==> config.mk <==
export PLATFORM = sky130hd
export DESIGN_NAME = gpio_ctrl_intr_arbiter_flat
export DESIGN_NICKNAME = d
export VERILOG_FILES = /design/src/rtl/gpio_ctrl_intr_arbiter_if.sv /design/src/rtl/gpio_ctrl_intr_arbiter.sv /design/src/flat_wrapper.sv
export SDC_FILE = /design/constraint.sdc
export NUM_CORES = 1
export LEC_CHECK = 0
export ABC_AREA = 1
export BUFFER_PORTS_ARGS = -buffer_cell sky130_fd_sc_hd__buf_4
export CORE_ASPECT_RATIO = 1.5
export CORE_MARGIN = 10
export CORE_UTILIZATION = 54
export DETAILED_ROUTE_END_ITERATION = 6
export HOLD_SLACK_MARGIN = 0.02
export PLACE_DENSITY = 0.95
export RECOVER_POWER = 50
export REMOVE_ABC_BUFFERS = 1
export SLEW_MARGIN = 20
export SYNTH_ARGS = -nofsm -noshare
export SYNTH_HDL_FRONTEND = slang
export SYNTH_SLANG_ARGS = --single-unit
==> constraint.sdc <==
create_clock -name clk -period 3.4 [get_ports clk]
set_clock_uncertainty 0.05 [all_clocks]
set_input_delay 0.34 -clock clk [delete_from_list [all_inputs] [get_ports clk]]
set_output_delay 0.34 -clock clk [all_outputs]
set_load 0.005 [all_outputs]
==> src/rtl/gpio_ctrl_intr_arbiter_if.sv <==
// APB write-only master bus from the interrupt arbiter to the GPIO status CSR.
// Carries the one-hot W1C clear word; m_pready stalls the master.
interface gpio_ctrl_intr_arbiter_if;
  logic        m_psel;
  logic        m_penable;
  logic        m_pwrite;
  logic [3:0]  m_pstrb;
  logic [31:0] m_pwdata;
  logic        m_pready;
  logic        m_pslverr;

  modport master (
    output m_psel, m_penable, m_pwrite, m_pstrb, m_pwdata,
    input  m_pready, m_pslverr
  );

  modport slave (
    input  m_psel, m_penable, m_pwrite, m_pstrb, m_pwdata,
    output m_pready, m_pslverr
  );
endinterface

==> src/rtl/gpio_ctrl_intr_arbiter.sv <==
// Round-robin GPIO bank interrupt arbiter; irq follows eligible by one cycle, clear is an APB W1C write.
// Holds irq until irq_ack; stalls on m_pready up to TIMEOUT access cycles, then abandons and flags clr_err.
module gpio_ctrl_intr_arbiter #(
  parameter int NUM_BANKS = 4,
  parameter int ID_W      = $clog2(NUM_BANKS),
  parameter int TIMEOUT   = 15
) (
  input  logic                   clk,
  input  logic                   rst_n,
  input  logic [NUM_BANKS-1:0]   intr_pending,
  input  logic [NUM_BANKS-1:0]   intr_enable,
  output logic                   irq,
  output logic [ID_W-1:0]        irq_id,
  input  logic                   irq_ack,
  gpio_ctrl_intr_arbiter_if.master apb,
  output logic                   busy,
  output logic                   clr_err,
  input  logic                   clr_err_clr
);

  localparam logic [1:0] S_IDLE    = 2'd0;
  localparam logic [1:0] S_PRESENT = 2'd1;
  localparam logic [1:0] S_SETUP   = 2'd2;
  localparam logic [1:0] S_ACCESS  = 2'd3;

  localparam logic [7:0]    TIMEOUT_C = 8'(TIMEOUT);
  localparam logic [ID_W:0] NB_C      = (ID_W+1)'(NUM_BANKS);
  localparam logic [ID_W-1:0] LAST_ID = ID_W'(NUM_BANKS - 1);

  logic [1:0]             state;
  logic [ID_W-1:0]        rr_ptr;
  logic [7:0]             wait_cnt;
  logic [7:0]             cnt_nxt;
  logic [NUM_BANKS-1:0]   eligible;
  logic [2*NUM_BANKS-1:0] dbl;
  logic [NUM_BANKS-1:0]   rot;
  logic [ID_W-1:0]        off;
  logic [ID_W:0]          gsum;
  logic                   grant_vld;
  logic [ID_W-1:0]        grant_id;
  logic [ID_W-1:0]        rr_next;
  logic                   unused_pslverr;

  assign unused_pslverr = apb.m_pslverr;
  assign eligible       = intr_pending & intr_enable;
  assign cnt_nxt        = wait_cnt + 8'd1;
  assign rr_next        = (irq_id == LAST_ID) ? '0 : irq_id + 1'b1;

  // Rotate so rr_ptr lands at bit 0; the lowest set bit is then the offset from rr_ptr.
  always_comb begin
    dbl       = {eligible, eligible} >> rr_ptr;
    rot       = dbl[NUM_BANKS-1:0];
    off       = '0;
    grant_vld = |rot;
    for (int i = NUM_BANKS - 1; i >= 0; i--) begin
      if (rot[i]) off = ID_W'(i);
    end
    gsum = {1'b0, rr_ptr} + {1'b0, off};
    if (gsum >= NB_C) gsum = gsum - NB_C;
    grant_id = gsum[ID_W-1:0];
  end

  always_ff @(posedge clk or negedge rst_n) begin
    if (!rst_n) begin
      state         <= S_IDLE;
      rr_ptr        <= '0;
      wait_cnt      <= '0;
      irq           <= 1'b0;
      irq_id        <= '0;
      busy          <= 1'b0;
      clr_err       <= 1'b0;
      apb.m_psel    <= 1'b0;
      apb.m_penable <= 1'b0;
      apb.m_pwrite  <= 1'b0;
      apb.m_pstrb   <= 4'h0;
      apb.m_pwdata  <= 32'h0;
    end else begin
      // A timeout in the same cycle overrides this clear further down.
      if (clr_err_clr) clr_err <= 1'b0;

      case (state)
        S_IDLE: begin
          if (grant_vld) begin
            irq    <= 1'b1;
            irq_id <= grant_id;
            busy   <= 1'b1;
            state  <= S_PRESENT;
          end
        end
        S_PRESENT: begin
          if (irq_ack) begin
            irq           <= 1'b0;
            apb.m_psel    <= 1'b1;
            apb.m_penable <= 1'b0;
            apb.m_pwrite  <= 1'b1;
            apb.m_pstrb   <= 4'hF;
            apb.m_pwdata  <= 32'd1 << irq_id;
            state         <= S_SETUP;
          end
        end
        S_SETUP: begin
          apb.m_penable <= 1'b1;
          wait_cnt      <= '0;
          state         <= S_ACCESS;
        end
        S_ACCESS: begin
          if (apb.m_pready || (cnt_nxt == TIMEOUT_C)) begin
            apb.m_psel    <= 1'b0;
            apb.m_penable <= 1'b0;
            apb.m_pwrite  <= 1'b0;
            apb.m_pstrb   <= 4'h0;
            apb.m_pwdata  <= 32'h0;
            wait_cnt      <= '0;
            rr_ptr        <= rr_next;
            busy          <= 1'b0;
            state         <= S_IDLE;
            if (!apb.m_pready) clr_err <= 1'b1;
          end else begin
            wait_cnt <= cnt_nxt;
          end
        end
        default: state <= S_IDLE;
      endcase
    end
  end

endmodule

==> src/flat_wrapper.sv <==
// flat-port wrapper written by rule: the top's interface ports become plain ports
module gpio_ctrl_intr_arbiter_flat 
#(
  parameter int NUM_BANKS = 4,
  parameter int ID_W      = $clog2(NUM_BANKS),
  parameter int TIMEOUT   = 15
)
  (clk, rst_n, intr_pending, intr_enable, irq, irq_id, irq_ack, busy, clr_err, clr_err_clr, apb_m_psel, apb_m_penable, apb_m_pwrite, apb_m_pstrb, apb_m_pwdata, apb_m_pready, apb_m_pslverr);
  gpio_ctrl_intr_arbiter_if apb_i ();
  input  logic clk;
  input  logic rst_n;
  input  logic [NUM_BANKS-1:0] intr_pending;
  input  logic [NUM_BANKS-1:0] intr_enable;
  output logic irq;
  output logic [ID_W-1:0] irq_id;
  input  logic irq_ack;
  output logic busy;
  output logic clr_err;
  input  logic clr_err_clr;
  output wire logic [$bits(apb_i.m_psel)-1:0] apb_m_psel;
  output wire logic [$bits(apb_i.m_penable)-1:0] apb_m_penable;
  output wire logic [$bits(apb_i.m_pwrite)-1:0] apb_m_pwrite;
  output wire logic [$bits(apb_i.m_pstrb)-1:0] apb_m_pstrb;
  output wire logic [$bits(apb_i.m_pwdata)-1:0] apb_m_pwdata;
  input wire logic [$bits(apb_i.m_pready)-1:0] apb_m_pready;
  input wire logic [$bits(apb_i.m_pslverr)-1:0] apb_m_pslverr;
  assign apb_m_psel = apb_i.m_psel;
  assign apb_m_penable = apb_i.m_penable;
  assign apb_m_pwrite = apb_i.m_pwrite;
  assign apb_m_pstrb = apb_i.m_pstrb;
  assign apb_m_pwdata = apb_i.m_pwdata;
  assign apb_i.m_pready = apb_m_pready;
  assign apb_i.m_pslverr = apb_m_pslverr;
  gpio_ctrl_intr_arbiter #(.NUM_BANKS(NUM_BANKS), .ID_W(ID_W), .TIMEOUT(TIMEOUT)) u_core (.clk(clk), .rst_n(rst_n), .intr_pending(intr_pending), .intr_enable(intr_enable), .irq(irq), .irq_id(irq_id), .irq_ack(irq_ack), .apb(apb_i), .busy(busy), .clr_err(clr_err), .clr_err_clr(clr_err_clr));
endmodule
==> run metrics <==
outcome=finished, final reports clean; Die Ht=slightly below 90 um; yosys warns=0; mux cell area share after synthesis=0%; Setup CP Type=reg2reg; vias in the first global route=between 1000 and 1500; drt total wl=about 3600 um; WHS Path Cells=2; area grow syn2layout=8.020%; CP Buf/Inv Count=1; setup_tns=0 ns; post-layout minimum cycle time=approximately 1.9 ns; final hold violation count=0; Nets=around 280; fmax=around 0.53 GHz; launch point of the worst reg-to-reg path=u_core.rr_ptr[0]; CTS root buffer=clkbuf_8; I/O pin count=58; Iter 0 DRT Violations=46; worst hold path class=in2reg; Pwr Total=between 1 and 1.5 mW; sequential area share after synthesis=33.24%; relative slew slack=16.78%; Post-Syn Area=0.001732 mm^2; # rows=25; Hold Startpoint=clr_err_clr; cell area power density=roughly 720 mW/mm^2; initial antenna violation count=0; cts-stage hold buffer count=1; CP top delay family=flip-flops; Critical Path Sink Type=flop; Post CTS Setup Buffer Count=0; Compound-Gate Fraction of Synth Area=just over 6%; Max Slew Vio Count=0; final setup violation count=0; Post-Synth Adder-Cell Area=slightly below 9%; Leak=1.027 nW; die area=around 0.0059 mm^2; Max Cap Viol=0; Residual DRC=0; antenna viol nets, final=0; DR vias/cell=4.898; Worst Hold Path EP=u_core.clr_err; gr usage total=around 12%; hold slack=0.1931 ns; XOR/XNOR share of the synthesized area=1.012%; largest net degree at the start of global routing=24; final worst-path cycle share=between 50% and 60%; CTS clock-pin slew for the worst setup and hold paths=0.08 ns; clk sinks=23; Inserted Clock Buffers=3; Post-Synthesis Cells=229; total core area=0.003128 mm^2; largest family of logic cells by synthesized area=simple AND/OR/NAND/NOR gates; R2R Setup Slk=1.50 ns; Seq cells post-synth=23; grt total ovfl=0; layout cells sized above 1=14.96%; cts repair resizes=0; Startpoint Class=flop; Worst EP required=between 3 and 4 ns; DR vias=around 1400; Port Buffer Count=28; wire per inst=about 12 um; Crit Path Max Fanout=7; crit path cell chain=inv_1 -> nand2_1 -> nand3_1 -> nand2_1 -> nand3_1 -> a21boi_0 -> ha_1 -> xnor2_1 -> xor2_1 -> nor2_1 -> a21oi_1; Max Root-Sink Buffers=2; Die W=roughly 66 um; Starting Density=55.36%; worst vdd ir=around 0.38 mV; slowest CP cell=dfrtp_1; CTS tree=built; unrepaired setup endpoints after global routing=false; H-tree depth=1; Final HPWL DP=just over 3000 um; drt first pass iters=4; worst skew pair latency=between 0.2 and 0.3 ns; Worst R2R End=u_core.irq_id[1]; Worst-Margin Slew=1.248 ns; Final GP Congestion=roughly 0.83; worst slack, placed=roughly 1.5 ns; setup ws final=1.500 ns; Ant. Diodes=0; Synth cell types=27; Avg Inst Size Synth=approximately 7.6 um^2; Final Util=between 50% and 60%; fillers=approximately 280; Crit path arrival time=slightly above 2 ns; first-pass GRT wire length=between 5000 and 6000 um; Worst R2R Path Depth=11; Synth Area in Simple Gates=29.91%; crit-path max cell delay=between 0.4 and 0.5 ns
==> power breakdown <==
group	internal (mW)	switching, mW	total, mW	leakage (nW)
sequential	0.364	0.0866	0.450	0.298
combinational	0.309	0.420	0.729	0.707
clock	0.0839	0.0911	0.175	0.0228
==> cell type report <==
type	instances	area [um^2]	share of cell area [%]
multi-input cells	173	897.1	47.96
flip-flops and latches	23	575.6	30.77
repair buffers	29	209.0	11.17
inverters	25	93.84	5.017
well taps	40	50.05	2.676
clock buffers	4	45.04	2.408
==> layer usage <==
layer,global-route usage [%],wire [um]
met1,11.01,1297
met2,24.37,2078
met3,2.635,198
met4,5.927,37
met5,0,0
==> how the worst max path moves through the flow <==
stage,startpoint,to,slack (ns),cells past startpoint
after detailed placement,u_core.rr_ptr[0],u_core.irq_id[1],1.51,11
after floorplan,u_core.rr_ptr[0],u_core.irq_id[1],1.75,10
after CTS,u_core.rr_ptr[0],u_core.irq_id[1],1.48,11
after global routing,u_core.rr_ptr[0],u_core.irq_id[1],1.27,11
after global placement,u_core.wait_cnt[1],u_core.apb.m_pwdata[0],1.55,11
final,u_core.rr_ptr[0],u_core.irq_id[1],1.50,11
==> cells by family after synthesis <==
family | after synthesis
compound gates | 18
xor+xnor | 2
fa+ha+maj | 12
buf+inv | 60
flops | 23
other cells | 1
simple gates | 113
==> synthesized netlist by cell type, drive strengths merged <==
library cell  count  area [um^2]
xnor2             1        8.760
clkbuf            1        3.750
nand3            27        157.7
inv              25        93.84
dfrtp            23        575.6
buf              34        262.8
nand4             8        50.05
o21bai            1        7.510
o22ai             4        25.02
and2              1        6.260
ha               12        150.1
a21oi             3        15.01
a21boi            1        7.510
nor2             13        51.30
xor2              1        8.760
conb              1        3.750
o21ai             8        43.79
or2               4        25.02
o21a              1        7.510
nand2            60        227.7
==> placed cells by master, fill, tap and decap left out <==
master and instances:
nand2_1 59, conb_1 28, inv_1 25, nand3_1 24, dfrtp_1 23, buf_4 19, nor2_1 12, ha_1 12
nand4_1 8, clkbuf_4 6, o21ai_1 4, o22ai_1 4, or2_2 4, clkbuf_1 4, o21ai_0 3, a21oi_1 3
clkbuf_8 3, nand3_2 2, a21boi_0 1, o21bai_1 1, nor2_2 1, nand2_2 1, nand3_4 1, and2_1 1
o21ai_2 1, xnor2_1 1, xor2_1 1, o21a_1 1, dlygate4sd3_1 1
==> sequential cells by signal, indices dropped and copies added (netlist names) <==
signal                count
u_core.state              2
u_core.irq                1
u_core.wait_cnt           8
u_core.apb.m_pwdata       4
u_core.clr_err            1
u_core.busy               1
u_core.rr_ptr             2
u_core.irq_id             2
u_core.apb.m_pstrb        1
u_core.apb.m_penable      1
==> through the flow <==
step | instance area, um^2 | cells
floorplan | 1567 | 221
global placement | 1827 | 289
detailed placement | 1827 | 289
CTS | 1882 | 294
global route | 1871 | 294
finish | 1871 | 294
(Power assumes the default switching activity.)
